`src/rtl/mem_arb_pkg.sv`:
```
// mem_arb_pkg: shared size encodings, FSM states and helpers for mem_port_arbiter
package mem_arb_pkg;
    localparam logic [1:0] SIZE_B = 2'd0;
    localparam logic [1:0] SIZE_H = 2'd1;
    localparam logic [1:0] SIZE_W = 2'd2;
    typedef enum logic [1:0] {IDLE, ISSUE, DRAIN, DONE} state_t;
    function automatic logic [2:0] bytes_for_size(input logic [1:0] size);
        return size == SIZE_W ? 3'd4 : size == SIZE_H ? 3'd2 : 3'd1;
    endfunction
endpackage

```
`src/rtl/rr_arb2.sv`:
```
// rr_arb2: two-requester round-robin arbiter holding the last-granted port
module rr_arb2 (
    input  logic       clk,
    input  logic       rst,
    input  logic [1:0] req,
    input  logic       update,
    output logic [1:0] gnt
);
    logic last;
    // A contested request goes to the port that did not win last time
    always_comb gnt = req == 2'b11 ? (last ? 2'b01 : 2'b10) : req;
    // Record the winner; reset points at port 1 so port 0 wins first
    always_ff @(posedge clk)
        if (rst) last <= 1'b1;
        else if (update) last <= gnt[1];
endmodule

```
`src/rtl/mem_port_arbiter.sv`:
```
// mem_port_arbiter: shares a byte-wide RAM between two 32-bit requesters
module mem_port_arbiter
    import mem_arb_pkg::*;
#(
    parameter int ADDR_W  = 16,
    parameter int RAM_LAT = 2
) (
    input  logic              clk,
    input  logic              rst,
    input  logic              req_0,
    input  logic              req_1,
    input  logic              we_0,
    input  logic              we_1,
    input  logic [1:0]        size_0,
    input  logic [1:0]        size_1,
    input  logic [ADDR_W-1:0] addr_0,
    input  logic [ADDR_W-1:0] addr_1,
    input  logic [31:0]       wdata_0,
    input  logic [31:0]       wdata_1,
    output logic              ready_0,
    output logic              ready_1,
    output logic              err_0,
    output logic              err_1,
    output logic [31:0]       rdata_0,
    output logic [31:0]       rdata_1,
    output logic [ADDR_W-1:0] ram_addr,
    output logic              ram_rden,
    output logic              ram_wren,
    output logic [7:0]        ram_data_in,
    input  logic [7:0]        ram_q
);
    state_t            state, state_n;
    logic [1:0]        arb_req, gnt;
    logic              port, we_l, err_l;
    logic [2:0]        n_l, i, cap_idx;
    logic [ADDR_W-1:0] addr_l, sel_addr;
    logic [31:0]       wdata_l, asm_q, rd0_q, rd1_q;
    logic [1:0]        sel_size;
    logic              sel_bad, issue, done, capture;
    assign arb_req = state == IDLE ? {req_1, req_0} : {port, ~port};
    rr_arb2 u_arb (
        .clk    (clk),
        .rst    (rst),
        .req    (arb_req),
        .update (state == DONE),
        .gnt    (gnt)
    );
    // Request selection and alignment check for the port being granted
    always_comb begin
        sel_addr = gnt[1] ? addr_1 : addr_0;
        sel_size = gnt[1] ? size_1 : size_0;
        sel_bad  = sel_size == 2'd3 || (sel_size == SIZE_H && sel_addr[0]) ||
                   (sel_size == SIZE_W && sel_addr[1:0] != 2'b00);
    end
    // State register
    always_ff @(posedge clk)
        state <= rst ? IDLE : state_n;
    // Next state: ISSUE walks n bytes, reads then wait RAM_LAT cycles in DRAIN
    always_comb begin
        state_n = state;
        case (state)
            IDLE:    if (|gnt) state_n = sel_bad ? DONE : ISSUE;
            ISSUE:   if (i == n_l - 3'd1) state_n = we_l ? DONE : DRAIN;
            DRAIN:   if (i == n_l + 3'(RAM_LAT) - 3'd1) state_n = DONE;
            default: state_n = IDLE;
        endcase
    end
    // RAM and completion outputs; reset forces them low immediately
    always_comb begin
        issue       = state == ISSUE && !rst;
        done        = state == DONE && !rst;
        ram_addr    = issue ? addr_l + ADDR_W'(i) : '0;
        ram_wren    = issue && we_l;
        ram_rden    = issue && !we_l;
        ram_data_in = ram_wren ? wdata_l[{i[1:0], 3'b000} +: 8] : 8'd0;
        ready_0     = done && !port;
        ready_1     = done && port;
        err_0       = ready_0 && err_l;
        err_1       = ready_1 && err_l;
        rdata_0     = ready_0 ? asm_q : rd0_q;
        rdata_1     = ready_1 ? asm_q : rd1_q;
        capture     = (state == ISSUE || state == DRAIN) && !we_l && i >= 3'(RAM_LAT);
        cap_idx     = i - 3'(RAM_LAT);
    end
    // Latch the granted request, count bytes and assemble read data
    always_ff @(posedge clk) begin
        if (rst) begin
            port    <= 1'b0;
            we_l    <= 1'b0;
            err_l   <= 1'b0;
            n_l     <= 3'd1;
            addr_l  <= '0;
            wdata_l <= '0;
            i       <= '0;
            asm_q   <= '0;
            rd0_q   <= '0;
            rd1_q   <= '0;
        end else begin
            if (state == IDLE && |gnt) begin
                port    <= gnt[1];
                we_l    <= gnt[1] ? we_1 : we_0;
                wdata_l <= gnt[1] ? wdata_1 : wdata_0;
                addr_l  <= sel_addr;
                n_l     <= bytes_for_size(sel_size);
                err_l   <= sel_bad;
                i       <= '0;
                asm_q   <= '0;
            end
            if (state == ISSUE || state == DRAIN) i <= i + 3'd1;
            if (capture) asm_q[{cap_idx[1:0], 3'b000} +: 8] <= ram_q;
            if (state == DONE && !port) rd0_q <= asm_q;
            if (state == DONE && port) rd1_q <= asm_q;
        end
    end
endmodule

```
`config.mk`:
```
export PLATFORM = sky130hd
export DESIGN_NAME = mem_port_arbiter
export DESIGN_NICKNAME = d
export VERILOG_FILES = /design/src/rtl/mem_arb_pkg.sv /design/src/rtl/rr_arb2.sv /design/src/rtl/mem_port_arbiter.sv
export SDC_FILE = /design/constraint.sdc
export NUM_CORES = 1
export LEC_CHECK = 0
export ABC_AREA = 1
export BUFFER_PORTS_ARGS = -buffer_cell sky130_fd_sc_hd__clkbuf_2
export CAP_MARGIN = 20
export CORE_MARGIN = 2
export CORE_UTILIZATION = 30
export DETAILED_ROUTE_END_ITERATION = 10
export GPL_TIMING_DRIVEN = 1
export HOLD_SLACK_MARGIN = 0.08
export PLACE_DENSITY_LB_ADDON = 0.2
export SLEW_MARGIN = 20
export SYNTH_ARGS = -nofsm -noshare
export SYNTH_HDL_FRONTEND = slang
export SYNTH_SLANG_ARGS = --single-unit
export TNS_END_PERCENT = 50
```
`constraint.sdc`:
```
create_clock -name clk -period 3.6 [get_ports clk]
set_clock_uncertainty 0.15 [all_clocks]
set_input_delay 0 -clock clk [delete_from_list [all_inputs] [get_ports clk]]
set_output_delay 0 -clock clk [all_outputs]
set_load 0.05 [all_outputs]
```
After elaboration in Yosys (flattened, before gate mapping). Cells that the tools add are included.

Bits in registers: 156. Bits of input ports: 114. Output and inout port bits: 94. Word-level logic and storage cells: 87.

Add/subtract/negate cells: 7. Magnitude comparators: 1. Eq/ne operators: 12. Shift operators: 3. Multiplexer cells: 25. Bitwise operators: 1. Reduce and logical (&&, ||, !) cells: 26.

Operator list (number): $mux 32 (6); $bwmux 32 (1); $mux 16 (2); $shift 8x7->32 const A (1); $shiftx 32x6->8 (1); $shiftx 8x7->32 (1); $mux 2 (9); $add 16x3->16 (1); $logic_and 1x1->1 (15); $eq 2x2->1 const B (5); $mux 3 (3); $mux 8 (1); $neg 5->7 (1); $eq 3x3->1 (2); $pmux 2 s3 (1); $sub 3x1->3 const B (2); $eq 2x1->1 const B (2); $ne 2x2->1 const B (2); $reduce_bool 2->1 (2); $add 3x1->3 const B (1); $add 3x2->3 const B (1); $ge 3x2->1 const B (1); $logic_not 1->1 (3); $logic_or 1x1->1 (3); other kinds (7) (8).

Longest topological paths before layout.
Depth after elaboration: 12. Depth in mapped cells: 19. Gate-level depth less buffers: 18.

Cells and area by module. A second synthesis with hierarchy kept.

Cell total of the unflattened synthesis: 1101. Area, all modules: 7632.3 µm².

By module, submodules not included: mem_port_arbiter (instances 1, cells each 1092, area each 7573.5 µm², seq. area each 3103.0 µm²); rr_arb2 (instances 1, cells each 9, area each 58.8 µm², seq. area each 20.0 µm²).

Worst setup path before layout. No wires, ideal clock.

Path type: reg-to-output. Start: register i[1]. End: output port ram_addr[10]. Data arrival time: 2652 ps. Data required time: 3450 ps. Slack: 798 ps. Cell stages (with the launch flop): 12. Buffers on the path: 0. Path through: dfxtp_1 -> inv_2 -> fa_1 -> inv_1 -> nand2_1 -> a21oi_1 -> nand2_1 -> nor2_1 -> nand2_1 -> nor2_1 -> nand2_1 -> a21oi_1.

Cells in the longest elaborated chain, start to end: 2.

Ends and longest elaborated chain: from (decl) (line mem_port_arbiter.sv:35) `logic [2:0] n_l, i, cap_idx;`; from (signal assigned) (line mem_port_arbiter.sv:109) `if (state == ISSUE || state == DRAIN) i <= i + 3'd1;`; $add 16x3->16 (line mem_port_arbiter.sv:72) `ram_addr = issue ? addr_l + ADDR_W'(i) : '0;`; $mux 16 (line mem_port_arbiter.sv:72); to (decl) (line mem_port_arbiter.sv:26) `output logic [ADDR_W-1:0] ram_addr,`.

No other way between the ends.

Final worst setup path.
Start: register state[0]. End: register err_l.

Cells in the longest elaborated chain, start to end: 9. Elaborated cells between the ends (all ways): 16. Those cells by class: eq/ne: 4; mux: 4; reduce/logical: 8.

Ends and longest elaborated chain: from (decl) (line mem_port_arbiter.sv:32) `state_t state, state_n;`; from (signal assigned) (line mem_port_arbiter.sv:57) `state <= rst ? IDLE : state_n;`; $logic_not 2->1 * (line mem_port_arbiter.sv:40, mem_port_arbiter.sv:99); $mux 2 (line mem_port_arbiter.sv:40) `assign arb_req = state == IDLE ? {req_1, req_0} : {port, ~port};`; $eq 2x2->1 (line rr_arb2.sv:11) `always_comb gnt = req == 2'b11 ? (last ? 2'b01 : 2'b10) : req;`; $mux 2 (line rr_arb2.sv:11); $mux 2 (line mem_port_arbiter.sv:51) `sel_size = gnt[1] ? size_1 : size_0;`; $eq 2x1->1 (line mem_port_arbiter.sv:52) `sel_bad = sel_size == 2'd3 || (sel_size == SIZE_H && sel_addr[0]) ||`; $logic_and 1x1->1 (line mem_port_arbiter.sv:52); $logic_or 1x1->1 (2 in series) (line mem_port_arbiter.sv:52); to (signal assigned) (line mem_port_arbiter.sv:105) `err_l <= sel_bad;`; to (decl) (line mem_port_arbiter.sv:34) `logic port, we_l, err_l;`.

Every way passes the cells marked *; elsewhere a longest branch is shown, timed or not. A chain may end at the register's enable or synchronous reset.

==> metrics.txt <==
die area 0.02708 sq mm; Worst EP required 3.74 ns; first-pass GRT wire length between 30000 and 40000 microns; Post-Route WL 23680 microns; Clock H-tree levels 4; WS Path Type reg -> reg; drt initial violations a little under 400; final net count 1556; Arr. time, crit path 3.35 ns; dpl hpwl around 17000 microns; fillcell total 2670; CTS root buf clkbuf_16; clock buffer depth 2; Placer Congestion roughly 0.81; share of cells above drive strength 1 0.1937; Die X-Extent 164.6 microns; remaining global-route overflow 0; worst hold path class in -> reg; CP max stage cell dlygate4sd3_1; Ant. Diodes 0; sequence of cells on the critical path inv_1 > ha_2 > nand2_1 > inv_1 > nand2_1 > nand2_2 > buf_12 > nand2_1 > o21ai_0 > inv_1 > ha_1 > or2_2 > nand3_1 > nand3_1 > dlygate4sd3_1 > nor2_1 > a211oi_1; Peak Freq 0.3118 GHz; Syn Nets 1264; routed vias 8125; RSZ-0062 raised after global routing false; status finished clean; Yosys top cell area share 0.4038; number of max-cap violations 0; largest net degree at the start of global routing 66; Core Rows a little under 60; die height 164.6 microns; Synth Instances 1130; initial antenna violation count 0; # DRC 0; post-synth top area cell dfxtp_1; number of global-route vias before repair 7745; Area Overhead vs Synth 40.14%; Leakage 0.004931 uW; final setup vio count 0; Core ar. 0.02525 sq mm; Clk Latency, worst-skew pair between 0.4 and 0.5 ns; Rel. slew slack 0.5102; CTS tree done; max incr delay on CP around 0.56 ns; gr usage total 0.1772; Ports 208; clock sink count 156; Min Clock Period, post-route 3.207 ns; syn_area_per_cell 6.844 sq um; via/cell ratio about 4.6; Avg WL per Cell 13.42 microns; startpoint types register; period utilization 0.8909; CTS clk-pin slew, worst paths 0.06 ns; Yosys reg bits 156; antenna-violating nets left 0; Unique masters post-synth 33; mapped cell area 0.007734 sq mm; VDD IR max 0.3270 mV; fraction of the yosys area taken by sequential cells 0.4038; yosys synthesis warning count 0; Final Power approximately 6500 uW; P per Cell Area 602.5 mW/mm^2; initial cell density of the core 0.3062; Setup TNS 0 ns; I/O Buffers 207; CP max FO 50; Fin. Hold Viols 0; endpoint type of the worst setup path register; CTS buffer count 17; Slew Viols, Final 0; synth top area cells dfxtp_1, nand2_1, o21ai_0; DR pass1 iterations 5; worst slew pin tran 0.7347 ns
layer usage:
metal | track usage | vias up | wire (microns)
li1 | - | 4248 | -
met1 | 0.2243 | 3632 | 10880
met2 | 0.3032 | 224 | 11060
met3 | 0.04269 | 21 | 1471
met4 | 0.04348 | 0 | 275
met5 | 0 | - | 0
worst max-delay path: cells and delay by family, from the launching register on:
kind            cells  cell delay [ns]
fa+ha+maj           2             0.45
simple gates        8             0.91
flops               1             0.35
compound gates      2             0.19
buf+inv             5             1.02
layout by cell type (no fill, tap or decap), types with 17 or more instances in the layout:
cell,synthesis,routed
nor3_1,23,23
o211ai_1,40,40
dfxtp_1,156,156
clkbuf_2,0,207
o21ai_0,167,167
nand3_1,73,73
a21oi_1,50,50
ha_1,19,18
nor2_1,80,78
inv_1,164,163
nand2_1,248,248
clkbuf_16,0,17
dlygate4sd3_1,0,115
path summary, 6_finish.rpt:
kind              startpoint        to  slack (ns)  cells after the start
setup / recovery    state[0]     err_l        0.39                     17
setup reg to reg    state[0]     err_l        0.39                     17
hold reg to reg     rd1_q[6]  rd1_q[6]        0.32                      2
hold / removal     addr_0[0]  state[1]        0.12                      9
cells in the mapped netlist (all sizes together):
master	n
or3	2
nor3	24
nor2	80
fa	1
nand3	73
and2	1
nor4	1
clkinv	2
clkbuf	42
buf	22
ha	19
nand2	251
nand4	1
o211ai	48
o21ai	169
a211oi	2
xor2	3
a31oi	1
a21oi	50
dfxtp	156
or2	3
a32oi	11
inv	168
sequential cells by signal, summed over array words and instances (netlist names):
register,cells
port,1
addr_l,16
u_arb.last,1
wdata_l,32
err_l,1
n_l,3
i,3
we_l,1
rd0_q,32
asm_q,32
state,2
rd1_q,32
stage by stage:
stage                     utilization  area (sq um)  setup slack, ns  std cells  hold WS, ns
after global routing           0.4292         10840          0.03731       1765       0.1995
after CTS                      0.4286         10820          0.09594       1765      0.09534
after detailed placement       0.3585          9052           0.6003       1618       0.1987
final                          0.4292         10840           0.3926       1765       0.1231
after global placement         0.3585          9052           0.6489       1618       0.1948
after floorplan                     -          7734           0.7985       1130      0.08437
kinds of logic (layout without fill, tap and decap cells):
kind of cell / Yosys count / in the layout / share of synthesized area
flops: 156 / 156 / 0.4038
compound gates: 281 / 281 / 0.2092
simple gates: 436 / 436 / 0.2328
fa+ha+maj: 20 / 20 / 0.03333
xor+xnor: 3 / 3 / 0.003398
buf+inv: 234 / 539 / 0.1175
power by group:
group | leakage (uW) | total (uW) | internal [uW] | switching, uW
combinational | 0.00336 | 2420 | 986 | 1430
clock | 0.000299 | 1910 | 1130 | 781
sequential | 0.00127 | 2200 | 1990 | 206
total | 0.00493 | 6530 | 4110 | 2420
cell type report:
type | instances | area (sq um) | area share
clock buffer | 19 | 442.9 | 0.04087
clock inverter | 13 | 176.4 | 0.01628
inverter | 170 | 638.1 | 0.05888
multi-input combinational | 740 | 3720 | 0.3432
sequential | 156 | 3123 | 0.2882
tap | 330 | 412.9 | 0.03810
timing repair buffer | 337 | 2325 | 0.2145
timing repair:
action	in CTS	in global routing
buffers inserted	0	0
setup endpoints to repair	0	1
gates resized for setup	0	5
endpoints found under the hold margin	87	0
hold buffers	115	0
Note: power is estimated with default switching activity, not from simulation.
